<file path="config.mk">
export PLATFORM = sky130hd
export DESIGN_NAME = jtframe_prog_bridge
export DESIGN_NICKNAME = d
export VERILOG_FILES = /design/src/rtl/jtframe_dwnld_pkg.sv /design/src/rtl/jtframe_prog_fifo.sv /design/src/rtl/jtframe_prog_bridge.sv
export SDC_FILE = /design/constraint.sdc
export NUM_CORES = 1
export LEC_CHECK = 0
export BUFFER_PORTS_ARGS = -buffer_cell sky130_fd_sc_hd__buf_2
export CORE_ASPECT_RATIO = 1.4
export CORE_MARGIN = 8
export CORE_UTILIZATION = 40
export CTS_CLUSTER_DIAMETER = 200
export DETAILED_ROUTE_END_ITERATION = 8
export PLACE_DENSITY_LB_ADDON = 0.25
export SLEW_MARGIN = 20
export SYNTH_ARGS = -nofsm -noshare
export SYNTH_HDL_FRONTEND = slang
export SYNTH_SLANG_ARGS = --single-unit
</file>
<file path="constraint.sdc">
create_clock -name clk -period 5.8 [get_ports clk]
set_clock_uncertainty 0.15 [all_clocks]
set_input_delay 0.29 -clock clk [delete_from_list [all_inputs] [get_ports clk]]
set_output_delay 0.29 -clock clk [all_outputs]
set_load 0.005 [all_outputs]
</file>
<file path="src/rtl/jtframe_dwnld_pkg.sv">
// Shared types for the SPI-download to SDRAM programming bridge.
//   wr_state_t   : write sequencer states (idle / wait for SDRAM / gap cycle)
//   prog_entry_t : one queued SDRAM byte write {bank, word address, data, mask}
//   byte_mask    : active-low byte-lane mask for a byte at an even/odd offset
package jtframe_dwnld_pkg;

  // Word-address width held in each queued entry. The bridge's SDRAMW
  // parameter is expected to match it; wider entries are truncated on load.
  localparam int SDRAM_AW = 23;

  typedef enum logic [1:0] {
    ST_IDLE = 2'd0,
    ST_WAIT = 2'd1,
    ST_GAP  = 2'd2
  } wr_state_t;

  typedef struct packed {
    logic [1:0]          ba;
    logic [SDRAM_AW-1:0] addr;
    logic [15:0]         data;
    logic [1:0]          mask;
  } prog_entry_t;

  localparam int ENTRY_W = $bits(prog_entry_t);

  // Mask is active-low: 2'b10 writes the low byte, 2'b01 the high byte.
  function automatic logic [1:0] byte_mask(input logic odd, input logic swab);
    return (odd ^ swab) ? 2'b01 : 2'b10;
  endfunction

endpackage

</file>
<file path="src/rtl/jtframe_prog_fifo.sv">
// Small synchronous show-ahead FIFO.
//   clk, rst_n : clock, asynchronous active-low reset (empties the FIFO)
//   push, din  : write request and data (ignored when full unless popping too)
//   pop        : remove the head entry (ignored when empty)
//   dout       : current head entry, valid while empty is low
//   full/empty : occupancy flags derived from a separate count register
module jtframe_prog_fifo #(
  parameter int DW = 8,
  parameter int AW = 2
) (
  input  logic          clk,
  input  logic          rst_n,
  input  logic          push,
  input  logic [DW-1:0] din,
  input  logic          pop,
  output logic [DW-1:0] dout,
  output logic          full,
  output logic          empty
);

  localparam int DEPTH = 1 << AW;

  logic [DW-1:0] mem [DEPTH];
  logic [AW-1:0] wr_ptr;
  logic [AW-1:0] rd_ptr;
  logic [AW:0]   count;
  logic          do_push;
  logic          do_pop;

  assign full    = (count == (AW+1)'(DEPTH));
  assign empty   = (count == '0);
  assign do_pop  = pop && !empty;
  // A pop in the same cycle frees the slot, so a full FIFO still takes the push.
  assign do_push = push && (!full || do_pop);
  assign dout    = mem[rd_ptr];

  always_ff @(posedge clk) begin
    if (do_push) mem[wr_ptr] <= din;
  end

  always_ff @(posedge clk or negedge rst_n) begin
    if (!rst_n) begin
      wr_ptr <= '0;
      rd_ptr <= '0;
      count  <= '0;
    end else begin
      if (do_push) wr_ptr <= wr_ptr + 1'b1;
      if (do_pop)  rd_ptr <= rd_ptr + 1'b1;
      case ({do_push, do_pop})
        2'b10:   count <= count + 1'b1;
        2'b01:   count <= count - 1'b1;
        default: count <= count;
      endcase
    end
  end

endmodule

</file>
<file path="src/rtl/jtframe_prog_bridge.sv">
// Bridge from the MiST SPI download byte stream to the SDRAM programming port.
//   clk, rst_n          : clock, asynchronous active-low reset
//   downloading         : download window from the SPI base
//   ioctl_addr/dout/wr  : byte offset, byte value, one-cycle byte strobe
//   prog_addr/data/mask : word address within bank, duplicated byte, active-low mask
//   prog_ba, prog_we    : bank select and write request (held until prog_rdy)
//   prog_rd             : always 0
//   prog_rdy            : one-cycle write-done pulse from the SDRAM controller
//   dwnld_busy          : high while downloading or while queued bytes drain
//   overflow            : sticky, a byte was dropped; cleared when a download starts
module jtframe_prog_bridge
  import jtframe_dwnld_pkg::*;
#(
  parameter int          SDRAMW    = SDRAM_AW,
  parameter int          HEADER    = 0,
  parameter logic [24:0] BA1_START = 25'h100000,
  parameter logic [24:0] BA2_START = 25'h200000,
  parameter logic [24:0] BA3_START = 25'h300000,
  parameter bit          SWAB      = 1'b0,
  parameter int          FIFO_AW   = 2
) (
  input  logic              clk,
  input  logic              rst_n,
  input  logic              downloading,
  input  logic [24:0]       ioctl_addr,
  input  logic [7:0]        ioctl_dout,
  input  logic              ioctl_wr,
  output logic [SDRAMW-1:0] prog_addr,
  output logic [15:0]       prog_data,
  output logic [1:0]        prog_mask,
  output logic [1:0]        prog_ba,
  output logic              prog_we,
  output logic              prog_rd,
  input  logic              prog_rdy,
  output logic              dwnld_busy,
  output logic              overflow
);

  localparam logic [24:0] HDR = 25'(HEADER);

  // ---------------- accept stage: header strip, bank decode ----------------
  logic        past_header;
  logic [24:0] offs;
  logic [24:0] rel;
  logic [1:0]  bank;
  logic        too_far;
  logic        accept;
  logic        push_req;
  logic        full_block;
  logic        push;
  logic        drop;

  generate
    if (HEADER == 0) begin : g_no_hdr
      assign past_header = 1'b1;
    end else begin : g_hdr
      assign past_header = (ioctl_addr >= HDR);
    end
  endgenerate

  assign offs = ioctl_addr - HDR;

  always_comb begin
    bank = 2'd0;
    rel  = offs;
    if (offs >= BA3_START) begin
      bank = 2'd3;
      rel  = offs - BA3_START;
    end else if (offs >= BA2_START) begin
      bank = 2'd2;
      rel  = offs - BA2_START;
    end else if (offs >= BA1_START) begin
      bank = 2'd1;
      rel  = offs - BA1_START;
    end
  end

  // Word address rel[24:1] must fit in SDRAMW bits.
  generate
    if (SDRAMW < 24) begin : g_range
      assign too_far = |rel[24:SDRAMW+1];
    end else begin : g_no_range
      assign too_far = 1'b0;
    end
  endgenerate

  prog_entry_t new_entry;
  prog_entry_t head;
  logic        fifo_full;
  logic        fifo_empty;
  logic        pop;
  wr_state_t   state;

  always_comb begin
    new_entry.ba   = bank;
    new_entry.addr = SDRAM_AW'(rel[24:1]);
    new_entry.data = {ioctl_dout, ioctl_dout};
    new_entry.mask = byte_mask(rel[0], SWAB);
  end

  assign accept     = ioctl_wr && downloading && past_header;
  assign push_req   = accept && !too_far;
  assign full_block = push_req && fifo_full && !pop;
  assign push       = push_req && !full_block;
  assign drop       = accept && (too_far || full_block);

  // The head leaves the FIFO as it is copied into the prog_* registers, so the
  // output register behaves as one extra slot while the SDRAM write is pending.
  assign pop = (state == ST_IDLE) && !fifo_empty;

  jtframe_prog_fifo #(
    .DW (ENTRY_W),
    .AW (FIFO_AW)
  ) u_fifo (
    .clk   (clk),
    .rst_n (rst_n),
    .push  (push),
    .din   (new_entry),
    .pop   (pop),
    .dout  (head),
    .full  (fifo_full),
    .empty (fifo_empty)
  );

  // ---------------- write sequencer ----------------
  always_ff @(posedge clk or negedge rst_n) begin
    if (!rst_n) begin
      state     <= ST_IDLE;
      prog_we   <= 1'b0;
      prog_addr <= '0;
      prog_data <= '0;
      prog_mask <= 2'b11;
      prog_ba   <= '0;
    end else begin
      case (state)
        ST_IDLE: begin
          if (!fifo_empty) begin
            prog_addr <= SDRAMW'(head.addr);
            prog_data <= head.data;
            prog_mask <= head.mask;
            prog_ba   <= head.ba;
            prog_we   <= 1'b1;
            state     <= ST_WAIT;
          end
        end
        ST_WAIT: begin
          if (prog_rdy) begin
            prog_we <= 1'b0;
            state   <= ST_GAP;
          end
        end
        ST_GAP:  state <= ST_IDLE;
        default: state <= ST_IDLE;
      endcase
    end
  end

  assign prog_rd = 1'b0;

  // ---------------- busy / overflow ----------------
  logic downloading_prev;

  always_ff @(posedge clk or negedge rst_n) begin
    if (!rst_n) begin
      dwnld_busy       <= 1'b0;
      overflow         <= 1'b0;
      downloading_prev <= 1'b0;
    end else begin
      downloading_prev <= downloading;
      if (downloading)
        dwnld_busy <= 1'b1;
      else if (fifo_empty && state == ST_IDLE)
        dwnld_busy <= 1'b0;
      // A drop in the very first cycle of a new download still gets reported.
      if (drop)
        overflow <= 1'b1;
      else if (downloading && !downloading_prev)
        overflow <= 1'b0;
    end
  end

endmodule

</file>
==> qor.csv <==
stage,metric,value,unit
outcome,status,"complete, no violations",
clock_network,Root Buffer Master,clkbuf_16,
drt,Vias per Instance,5.05,
synthesis,post-synthesis mux area share,15.3,%
global_route,largest net degree at the start of global routing,49,
synthesis,"EDFF count, synth",140,
clock_network,deepest clock path buffer count,2,
die,FP Rows,60,
clock_network,CTS tree,done,
final_layout,antenna cells,0,
timing,"Min Clock Period, post-route",3.29,ns
die,die area,24000,um^2
die,total core area,19100,um^2
synthesis,Syn Std Cell Area,7710,um^2
setup_path,WP data required,5.75,ns
drt,Routed wire per std cell,18.8,um
setup_path,Critical R2R Launch,state[1]$_DFFE_PN0P_,
final_layout,Final Cell Area,9270,um^2
power_and_ir_drop,peak supply drop,0.323,mV
final_layout,"commonest non-fill, non-tap cell in the layout",edfxtp_1,
drt,via count,3936,
global_route,antenna violations before repair,0,
clock_network,clock latency on the worst-skew pair,0.42,ns
drt,Post-route DRC,0,
drt,drt first pass iters,4,
clock_network,hold_buf cts,27,
synthesis,post-synthesis sequential area ratio,70.1,%
final_layout,synth-to-layout area growth,20.2,%
min_path,Tightest Hold Check Type,in2reg,
setup_path,critical path type,in2reg,
min_path,"Endpoint, Worst Hold",u_fifo.mem[2][21]$_DFFE_PP_,
clock_network,CTS Buf Count,17,
setup_path,Critical R2R Capture,u_fifo.mem[0][1]$_DFFE_PP_,
final_layout,most frequent cells in the layout,"edfxtp_1, buf_2, dfrtp_1",
synthesis,post-synthesis register bit count,188,
global_route,first-pass GRT wire length,23.5,mm
timing,Final Cycle Share,56.8,%
drt,Iter 0 DRT Violations,270,
synthesis,largest family of logic cells by synthesized area,multiplexers,
setup_path,Worst Setup Start Kind,input pin,
drt,WL final,14.7,mm
setup_path,worst reg2reg path depth,5,
timing,fmax,304,MHz
final_layout,Final #Nets,569,
global_route,gr ovfl total,0,
power_and_ir_drop,Lkg Pwr,0.00333,uW
setup_path,Worst setup startpoint,ioctl_addr[11],
min_path,Hold Crit Start,ioctl_addr[4],
final_layout,fraction of layout instances using a drive strength above 1,42.7,%
flow_run,Maximum Capacitance Violations,0,
setup_path,critical path arrival,3.24,ns
setup_path,critical path's top delay family,simple AND/OR/NAND/NOR gates,
setup_path,Worst R2R Setup Slack,2.99,ns
synthesis,Synth Area in Adders,2.21,%
die,die height,180,um
synthesis,syn avg cell area,19.1,um^2
timing,relative slew slack,36.7,%
die,Top-Level Pins,85,
clock_network,clk sinks,188,
timing,unrepaired setup endpoints after global routing,no,
power_and_ir_drop,Total Power,4130,uW
power_and_ir_drop,pwr dens,445,nW/um^2
setup_path,Bufs and invs on worst path,3,
die,Starting Density,40.4,%
synthesis,Post-Synthesis Cells,403,
die,DIE WIDTH,133,um
timing,"Hold Vio Cnt, Final",0,
clock_network,"Reg clk slew, reported paths",0.06,ns
placed_design,number of buffers added on ports,83,
synthesis,Post-Synth XOR/XNOR Area,0.795,%
placed_design,post-DP HPWL,9.60,mm
placed_design,RePlAce Congestion,0.883,
setup_path,CP peak stage delay,0.61,ns
setup_path,crit-path max FO,17,
timing,setup TNS,0,ns
synthesis,main flop type after synthesis,edfxtp_1,
clock_network,H-tree depth,4,
min_path,Hold Path Cell Cnt,1,
setup_path,worst-path cell chain,dlygate4sd3_1 > buf_2 > nor4_4 > nand3_2 > o31ai_4 > a21oi_4 > nor3b_4 > buf_4,
timing,final slew viol count,0,
synthesis,Syn. warnings,0,
timing,Final Setup Violations,0,
synthesis,Yosys cell types,50,
drt,Final ANT Viol Nets,0,
setup_path,slowest CP cell,nor3b_4,
final_layout,post-layout util,48.6,%
synthesis,Async SR Flop Fraction,25.5,%
synthesis,Simple-Gate Fraction of Synth Area,5.29,%
clock_network,post-CTS sizing,0,
setup_path,Worst Setup End Kind,flip-flop,
global_route,GRT Util Overall,12.7,%
synthesis,post-synthesis compound-gate area fraction,3.76,%
synthesis,Mapped Nets,454,
global_route,vias in the first global route,4335,
clock_network,Post CTS Setup Buffer Count,0,
placed_design,Area after DPL,8390,um^2
timing,Worst-Margin Slew,0.950,ns
-- flip-flops by register name, indices dropped and copies added, names as in the netlist --
signal,cells
u_fifo.mem,140
prog_addr,23
dwnld_busy,1
prog_mask,2
u_fifo.count,3
downloading_prev,1
state,2
prog_data,8
u_fifo.rd_ptr,2
u_fifo.wr_ptr,2
prog_we,1
overflow,1
prog_ba,2
-- layout make-up --
class | instances | area (um^2)
well taps | 248 | 310
clock buffers | 20 | 467
multi-input cells | 177 | 2150
fillers | 1657 | 9800
clock inverters | 12 | 111
repair buffers | 119 | 764
inverters | 15 | 56.3
flip-flops and latches | 188 | 5410
-- worst register-to-register path, stage by stage (launching register included) --
cell	delay, ns
dfrtp_1	0.41
o2111ai_1	0.26
o211ai_1	0.21
or2_2	0.45
nor3b_4	0.59
buf_4	0.40
-- power breakdown --
group | internal [uW] | switching [uW] | leakage (uW)
clock | 629 | 479 | 0.000286
combinational | 656 | 508 | 0.00122
sequential | 1690 | 159 | 0.00182
total | 2980 | 1150 | 0.00333
-- how the worst max path moves through the flow --
stage	end	slack [ns]	cells after the start
after floorplan	u_fifo.mem[0][0]$_DFFE_PP_	2.21	8
after global placement	u_fifo.mem[0][39]$_DFFE_PP_	2.25	7
after detailed placement	u_fifo.mem[0][39]$_DFFE_PP_	2.19	7
after CTS	u_fifo.mem[0][36]$_DFFE_PP_	2.04	8
after global routing	u_fifo.mem[0][36]$_DFFE_PP_	2.35	8
final	u_fifo.mem[0][1]$_DFFE_PP_	2.51	8
-- through the flow --
step	setup WS [ns]	hold slack, ns	instances
floorplan	2.21	-0.156	403
global placement	2.25	0.286	718
detailed placement	2.19	0.302	718
CTS	2.04	0.00949	777
global route	2.35	0.0101	779
finish	2.51	0.0205	779
-- synth_stat cells (3+ instances only) --
library cell | instances | share of area (%)
o21ai_0 | 4 | 0.26
nor3b_2 | 4 | 0.65
dfrtp_1 | 46 | 15
edfxtp_1 | 140 | 55
o21ai_2 | 3 | 0.34
ha_1 | 12 | 1.9
clkbuf_1 | 7 | 0.34
o21bai_1 | 3 | 0.29
nor4_4 | 5 | 1.4
nor2_1 | 6 | 0.29
mux4_2 | 35 | 10
o211ai_1 | 3 | 0.29
mux2_2 | 35 | 5.1
nor2_2 | 4 | 0.32
o21ai_1 | 3 | 0.19
buf_4 | 10 | 0.97
inv_1 | 15 | 0.73
nand2_1 | 11 | 0.54
nand3_1 | 4 | 0.26
buf_2 | 6 | 0.39
xnor2_1 | 3 | 0.34
nor3_1 | 5 | 0.32
xor2_1 | 4 | 0.45
-- per-layer routing --
| metal | vias to the layer above | share of wire, % | GRT usage (%) |
|---|---|---|---|
| met1 | 2037 | 41 | 14.5 |
| met2 | 83 | 53 | 22.0 |
| met5 | - | 0 | 0 |
| met4 | 0 | 1.3 | 4.73 |
| met3 | 12 | 4.5 | 3.63 |
| li1 | 1804 | - | - |
-- cells by family (layout without fill, tap and decap cells) --
group                      after synthesis  in the layout
AOI/OAI and AO/OA                       34             34
xor gates and xnor gates                 7              7
adders and majority gates               13             13
buffers and inverters                   38            166
DFF                                    188            188
muxes                                   70             70
other                                    1              1
and+or+nand+nor                         52             52
Power figures use the tool's default switching activity.
